`src/rtl/mem_stage.sv`:
```
// RV32I memory stage: issues data-memory loads/stores over req/ack, formats load data,
// stalls the front end while the memory is busy, and owns the MEM/WB register.
//
// state  | meaning
// IDLE   | no access outstanding; request (if any) issued combinationally from EX/MEM
// WAIT   | request issued, waiting for DMEM_ACK; front end frozen
module mem_stage (
    input  logic        clk,
    input  logic        rst_n,
    input  logic        VALID_EM,
    input  logic        MemRead_EM,
    input  logic        MemWrite_EM,
    input  logic [2:0]  Funct3_EM,
    input  logic [31:0] ALU_VAL_EM,
    input  logic [31:0] RS2_VAL_EM,
    input  logic [1:0]  MemtoReg_EM,
    input  logic        RegWrite_EM,
    input  logic [4:0]  RD_EM,
    input  logic [31:0] PC4_EM,
    output logic        DMEM_REQ,
    output logic        DMEM_WE,
    output logic [31:0] DMEM_ADDR,
    output logic [3:0]  DMEM_WSTRB,
    output logic [31:0] DMEM_WDATA,
    input  logic        DMEM_ACK,
    input  logic [31:0] DMEM_RDATA,
    output logic        STALL_MEM,
    output logic        VALID_MW,
    output logic        RegWrite_MW,
    output logic        MISALIGN_MW,
    output logic [4:0]  RD_MW,
    output logic [1:0]  MemtoReg_MW,
    output logic [31:0] MEM_DATA_MW,
    output logic [31:0] PC4_MW,
    output logic [31:0] ALU_VAL_MW
);
    typedef enum logic {S_IDLE, S_WAIT} state_t;

    state_t      state_q, state_d;
    logic        valid_mw_q, valid_mw_d;
    logic        regwrite_mw_q, regwrite_mw_d;
    logic        misalign_mw_q, misalign_mw_d;
    logic [4:0]  rd_mw_q, rd_mw_d;
    logic [1:0]  memtoreg_mw_q, memtoreg_mw_d;
    logic [31:0] mem_data_mw_q, mem_data_mw_d;
    logic [31:0] pc4_mw_q, pc4_mw_d;
    logic [31:0] alu_val_mw_q, alu_val_mw_d;

    logic        mem_op, f3_ok, misaligned, illegal, req, stall, load_done;
    logic [1:0]  byte_off;
    logic [31:0] rdata_shifted, load_data;
    logic [15:0] half_sel;

    always_comb begin
        byte_off   = ALU_VAL_EM[1:0];
        mem_op     = VALID_EM & (MemRead_EM | MemWrite_EM);
        if (MemRead_EM)
            f3_ok = (Funct3_EM != 3'b011) && (Funct3_EM != 3'b110) && (Funct3_EM != 3'b111);
        else
            f3_ok = (Funct3_EM == 3'b000) || (Funct3_EM == 3'b001) || (Funct3_EM == 3'b010);
        misaligned = ((Funct3_EM[1:0] == 2'b01) & byte_off[0]) |
                     ((Funct3_EM[1:0] == 2'b10) & (|byte_off));
        illegal    = mem_op & (~f3_ok | misaligned);
        // Reset gates the request directly so it drops even mid-WAIT.
        req        = rst_n & ((state_q == S_WAIT) | (mem_op & ~illegal));
        stall      = req & ~DMEM_ACK;
        load_done  = req & DMEM_ACK & MemRead_EM;
    end

    always_comb begin
        DMEM_REQ   = req;
        STALL_MEM  = stall;
        DMEM_WE    = MemWrite_EM;
        DMEM_ADDR  = {ALU_VAL_EM[31:2], 2'b00};
        DMEM_WSTRB = 4'b0000;
        DMEM_WDATA = RS2_VAL_EM;
        case (Funct3_EM[1:0])
            2'b00: begin
                DMEM_WDATA = {4{RS2_VAL_EM[7:0]}};
                if (MemWrite_EM) DMEM_WSTRB = 4'b0001 << byte_off;
            end
            2'b01: begin
                DMEM_WDATA = {2{RS2_VAL_EM[15:0]}};
                if (MemWrite_EM) DMEM_WSTRB = 4'b0011 << byte_off;
            end
            default: begin
                if (MemWrite_EM) DMEM_WSTRB = 4'b1111;
            end
        endcase
    end

    always_comb begin
        rdata_shifted = DMEM_RDATA >> {byte_off, 3'b000};
        half_sel      = byte_off[1] ? DMEM_RDATA[31:16] : DMEM_RDATA[15:0];
        case (Funct3_EM)
            3'b000:  load_data = {{24{rdata_shifted[7]}}, rdata_shifted[7:0]};
            3'b001:  load_data = {{16{half_sel[15]}}, half_sel};
            3'b100:  load_data = {24'h0, rdata_shifted[7:0]};
            3'b101:  load_data = {16'h0, half_sel};
            default: load_data = DMEM_RDATA;
        endcase
    end

    always_comb begin
        state_d = state_q;
        case (state_q)
            S_IDLE:  if (req && !DMEM_ACK) state_d = S_WAIT;
            S_WAIT:  if (DMEM_ACK) state_d = S_IDLE;
            default: state_d = S_IDLE;
        endcase
    end

    always_comb begin
        valid_mw_d    = valid_mw_q;
        regwrite_mw_d = regwrite_mw_q;
        misalign_mw_d = misalign_mw_q;
        rd_mw_d       = rd_mw_q;
        memtoreg_mw_d = memtoreg_mw_q;
        mem_data_mw_d = mem_data_mw_q;
        pc4_mw_d      = pc4_mw_q;
        alu_val_mw_d  = alu_val_mw_q;
        if (stall) begin
            valid_mw_d    = 1'b0;
            regwrite_mw_d = 1'b0;
            misalign_mw_d = 1'b0;
        end else begin
            valid_mw_d    = VALID_EM;
            regwrite_mw_d = RegWrite_EM & ~illegal;
            misalign_mw_d = illegal;
            rd_mw_d       = RD_EM;
            memtoreg_mw_d = MemtoReg_EM;
            mem_data_mw_d = load_done ? load_data : 32'h0;
            pc4_mw_d      = PC4_EM;
            alu_val_mw_d  = ALU_VAL_EM;
        end
    end

    always_ff @(posedge clk or negedge rst_n) begin
        if (!rst_n) begin
            state_q       <= S_IDLE;
            valid_mw_q    <= 1'b0;
            regwrite_mw_q <= 1'b0;
            misalign_mw_q <= 1'b0;
            rd_mw_q       <= 5'h0;
            memtoreg_mw_q <= 2'h0;
            mem_data_mw_q <= 32'h0;
            pc4_mw_q      <= 32'h0;
            alu_val_mw_q  <= 32'h0;
        end else begin
            state_q       <= state_d;
            valid_mw_q    <= valid_mw_d;
            regwrite_mw_q <= regwrite_mw_d;
            misalign_mw_q <= misalign_mw_d;
            rd_mw_q       <= rd_mw_d;
            memtoreg_mw_q <= memtoreg_mw_d;
            mem_data_mw_q <= mem_data_mw_d;
            pc4_mw_q      <= pc4_mw_d;
            alu_val_mw_q  <= alu_val_mw_d;
        end
    end

    assign VALID_MW    = valid_mw_q;
    assign RegWrite_MW = regwrite_mw_q;
    assign MISALIGN_MW = misalign_mw_q;
    assign RD_MW       = rd_mw_q;
    assign MemtoReg_MW = memtoreg_mw_q;
    assign MEM_DATA_MW = mem_data_mw_q;
    assign PC4_MW      = pc4_mw_q;
    assign ALU_VAL_MW  = alu_val_mw_q;
endmodule

```
`config.mk`:
```
export PLATFORM = sky130hd
export DESIGN_NAME = mem_stage
export DESIGN_NICKNAME = d
export VERILOG_FILES = /design/src/rtl/mem_stage.sv
export SDC_FILE = /design/constraint.sdc
export NUM_CORES = 1
export LEC_CHECK = 0
export BUFFER_PORTS_ARGS = -buffer_cell sky130_fd_sc_hd__buf_2
export CAP_MARGIN = 25
export CORE_AREA = 2 2 125 127
export CTS_CLUSTER_SIZE = 28
export DETAILED_ROUTE_END_ITERATION = 6
export DIE_AREA = 0 0 127 129
export PLACE_DENSITY = 0.69
export SYNTH_ARGS = -nofsm -noshare
export SYNTH_HDL_FRONTEND = slang
export SYNTH_SLANG_ARGS = --single-unit
```
`constraint.sdc`:
```
create_clock -name clk -period 2.48 [get_ports clk]
set_input_delay 0.496 -clock clk [delete_from_list [all_inputs] [get_ports clk]]
set_output_delay 0.496 -clock clk [all_outputs]
set_load 0.02 [all_outputs]
```
Word-level counts from Yosys, hierarchy flattened:

Cells that the tools add are included.

* bits in registers: 107
* input bits: 145

* equal/unequal tests: 9
* reductions and logical operators: 9
* mux-type cells: 15
* shift operators: 3
* bitwise operators: 18

Operator list (count)
* $pmux 32 s4: 1
* $pmux 32 s2: 1
* $mux 32: 1
* $shr 32x5->8: 1
* $mux 16: 1
* $mux 4: 3
* $and 1x1->1: 10
* $pmux 4 s2: 1
* $eq 3x3->1 const B: 2
* $mux 1: 6
* $ne 3x3->1 const B: 2
* $not 1->1: 4
* $or 1x1->1: 4
* $shl 1x2->4 const A: 1
* $shl 2x2->4 const A: 1
* $eq 3x1->1 const B: 1
* $eq 3x2->1 const B: 1
* $logic_and 1x1->1: 3
* $logic_not 3->1: 1
* $ne 3x2->1 const B: 1
* $eq 2x1->1 const B: 1
* $eq 2x2->1 const B: 1
* $logic_not 2->1: 1
* $logic_or 1x1->1: 2
* other kinds (3): 3

Longest topological paths before layout:

* depth in word-level cells: 14
* mapped depth: 11
* depth with buffers taken out: 7

Least setup slack after synthesis:

OpenSTA, ideal clock, no wires.

* kind: input-to-output
* start: input ALU_VAL_EM[1]
* end: output STALL_MEM
* slack: 0.092 ns
* arrival: 1.892 ns
* stages on the path: 8
* buffers on the path: 3
* cell sequence: buf_2 > clkinv_1 > ha_1 > nor3b_2 > o21ai_2 > o41ai_2 > buf_4 > buf_2

* word-level cells in the longest chain between the ends: 10

Ends and longest elaborated chain
* from (decl): line 14 `input logic [31:0] ALU_VAL_EM,`
* $reduce_or 2->1: line 62 `((Funct3_EM[1:0] == 2'b10) & (|byte_off));`
* $and 1x1->1: line 62
* $or 1x1->1: line 61 `misaligned = ((Funct3_EM[1:0] == 2'b01) & byte_off[0]) |`
* $or 1x1->1: line 63 `illegal = mem_op & (~f3_ok | misaligned);`
* $and 1x1->1: line 63
* $not 1->1: line 65 `req = rst_n & ((state_q == S_WAIT) | (mem_op & ~illegal));`
* $and 1x1->1: line 65
* $or 1x1->1: line 65
* $and 1x1->1: line 65
* $and 1x1->1: line 66 `stall = req & ~DMEM_ACK;`
* to (decl): line 27 `output logic STALL_MEM,`

Every way passes these cells.

Worst setup path after layout:

* start: input ALU_VAL_EM[0]
* end: output STALL_MEM

* word-level cells in the longest chain between the ends: 10

Ends and longest elaborated chain (line)
* $reduce_or 2->1: 62
* $and 1x1->1: 62
* $or 1x1->1 (*): 61
* $or 1x1->1 (*): 63
* $and 1x1->1 (*): 63
* $not 1->1 (*): 65
* $and 1x1->1 (*): 65
* $or 1x1->1 (*): 65
* $and 1x1->1 (*): 65
* $and 1x1->1 (*): 66

Mark *: on every way between the ends. The rest lies on a longest branch, timed or not.

==> impl_metrics.yaml <==
status:
  outcome: "complete, no violations"
synth:
  postSynthAreaPerCell_um2: 11.1
  synth.top_cell.area_share_pct: 49.3
  synth-seq-cells: 107
  yosysWarnings: 0
  yosys.area.top_type: "dfrtp_1"
  synth_area_um2: 5430
  synthTopCellsByArea: "dfrtp_1 (49%), mux2_2 (18%), buf_4 (5.8%)"
  ys_seq_area_share_pct: 49.3
  netlist_instances: 490
  yosysUniqueCellTypes: 41
place:
  pre_cts_slack_ns: 0.0305
  dp.cells: 945
  io_buffer_count: 319
  dpl.hpwl_mm: 12.6
  routabilityCongestion: 0.805
clock_network:
  cts_buffers: 9
  cts_setup_buffers: 0
  clk-insertion-delay-late_ns: 0.34
  tritoncts: "yes"
  htree_levels: 3
  cts_resized: 0
  cts-hold-fix-buffers: 1
  path_clk_slew_ns: 0.07
  numClockSinks: 107
  clockBufferDepth: 2
  cts_root_buffer: "clkbuf_16"
timing:
  period_minus_slack_ns: 2.35
  relSlewSlack_pct: 55.3
  fin_setup_tns_ns: 0
  slew_viol_final: 0
  setup_viol: 0
  period_share_pct: 94.6
  setup_slack_ns: 0.134
  whs_ns: 0.265
  hold_viol: 0
  finalClockSkew_ns: 0.00912
  rsz0062_at_grt: "no"
  max_freq_ghz: 0.426
  tightest_slew_ns: 0.665
floorplanning:
  core_region_area_um2: 15000
  num_rows: 45
  ios: 322
  die_y_um: 129
  initial_utilization_pct: 36.2
  die_x_um: 127
  die-area_um2: 16400
route:
  routed_via_density: 4.83
  routed_wl_mm: 16.1
  postRouteAntennaNets: 0
  vias: 4649
  avgRoutedWirePerCell_um: 16.7
  first_pass_iters: 4
  drt_iter0_markers: 208
  drc_errors: 0
layout:
  layout_commonest_cell: "buf_2"
  multi_input_area_um2: 2240
  fill_cells: 1456
  finalNonFillerCells: 962
  mostFrequentLayoutCells: "buf_2 (318), dfrtp_1 (107), mux2_2 (89)"
  ff_latch_area_um2: 2680
  antenna_cells: 0
  area_growth_pct: 33.8
  nets: 918
  drive_above_1_share_pct: 57.6
worst_setup_path:
  r2r_slack_ns: 0.60
  crit_arrival_ns: 1.85
  crit_path_end_kind: "output port"
  critPathKind: "in2out"
  crit_end: "STALL_MEM"
  worstRegToRegCells: 6
  crit_required_ns: 1.98
  r2r-start: "state_q"
  cp_max_fo: 9
  rr_endpoint: "ALU_VAL_MW[29]"
  crit_start: "ALU_VAL_EM[0]"
  cp-start-kind: "input port"
global_route:
  antenna_found_initial: 0
  busiest_layer: "met2"
  use_met1_pct: 21.9
  grt.total_usage_pct: 19.2
  use_met3_pct: 5.32
  overflow: 0
  grt_max_degree: 108
  use_met2_pct: 35.4
  grt_pass1_wl_mm: 24.5
  grt_pass1_vias: 4626
power_and_ir_drop:
  leakagePower_nw: 3.69
  power.share.sequential_pct: 45.1
  sw_frac_of_total_pct: 29.6
  p_int_mw: 2.91
  p_sw_mw: 1.22
  clockPowerShare_pct: 33.6
  combinationalPowerShare_pct: 21.3
  peakVddDrop_uv: 332
  power_density_nw_per_um2: 570
run:
  drv_cap: 0
hold_path:
  hold_class: "in2async"
## power by group through the flow
stage,combinational (mW),clock (mW),sequential [mW]
6_report,0.881,1.39,1.87
2_1_floorplan,0.420,0,2.02
5_1_grt,0.959,1.51,1.88
3_3_place_gp,0.881,0,1.90
3_5_place_dp,0.891,0,1.90
4_1_cts,0.895,1.43,1.87
## stage by stage
stage	util (%)	cell area [um2]	total power, mW
final	48.5	7260	4.14
after detailed placement	46.5	6970	2.79
after CTS	48.5	7260	4.19
after floorplan	-	5430	2.43
after global placement	46.5	6970	2.78
after global routing	48.5	7260	4.35
## cells in the mapped netlist
cell	number
a211oi_1	1
a21o_1	3
a21oi_1	28
a21oi_2	1
a221oi_1	7
a22o_1	5
a22oi_1	2
a31oi_1	5
a32o_1	1
buf_1	3
buf_2	9
buf_4	42
buf_6	8
clkbuf_1	8
clkbuf_2	1
clkinv_1	1
conb_1	1
dfrtp_1	107
ha_1	4
inv_1	7
mux2_2	89
mux2i_1	10
nand2_1	60
nand2b_1	8
nand3_1	3
nor2_1	11
nor2b_1	3
nor3b_2	1
nor4_2	1
o211ai_1	2
o21a_1	5
o21ai_0	41
o21ai_1	2
o21ai_2	1
o221ai_1	1
o22ai_1	3
o31a_1	1
o31ai_1	1
o32a_1	1
o41ai_2	1
or3_1	1
## cell type report
class | instances | area share (%)
flip-flops and latches | 107 | 36.9
repair buffers | 338 | 24.7
clock inverters | 5 | 0.620
clock buffers | 11 | 3.34
inverters | 8 | 0.413
well taps | 188 | 3.24
multi-input cells | 305 | 30.8
## logic make-up (layout without fill, tap and decap cells)
family	Yosys count	count (layout)	synth area share, %
AO/OA/AOI/OAI	112	112	12.7
multiplexers	99	99	20.3
adder cells (fa/ha/maj)	4	4	0.922
buffers and inverters	79	362	9.70
AND/OR/NAND/NOR	88	88	7.03
other	1	2	0.0691
flip-flops	107	107	49.3
## routing by layer
metal  part of all wire, %  up-vias  wire (um)
li1                      -     2229          -
met1                    39     2183       6220
met2                    52      219       8320
met3                   7.7       18       1240
met4                   1.7        0        276
met5                     0        -          0
## sequential cells by signal, summed over array words and instances (netlist names)
signal	flops
RD_MW	5
RegWrite_MW	1
MemtoReg_MW	2
PC4_MW	32
MISALIGN_MW	1
MEM_DATA_MW	32
ALU_VAL_MW	32
VALID_MW	1
state_q	1
## worst min-delay path by stage
stage	from	endpoint	slack (ns)	cells past startpoint
CTS	RegWrite_EM	RegWrite_MW	0.35	3
floorplan	rst_n	ALU_VAL_MW[0]	0.20	0
detailed placement	rst_n	ALU_VAL_MW[0]	0.33	1
global placement	rst_n	ALU_VAL_MW[0]	0.34	1
finish	rst_n	ALU_VAL_MW[1]	0.26	2
global route	PC4_EM[7]	PC4_MW[7]	0.36	2
## worst max-delay path, stage by stage
cell,delay [ns]
buf_2,0.11
inv_1,0.09
ha_1,0.17
nor3b_2,0.21
o21ai_2,0.13
o41ai_4,0.24
buf_4,0.22
buf_2,0.18
No activity file was read; power rests on OpenSTA's default activity.
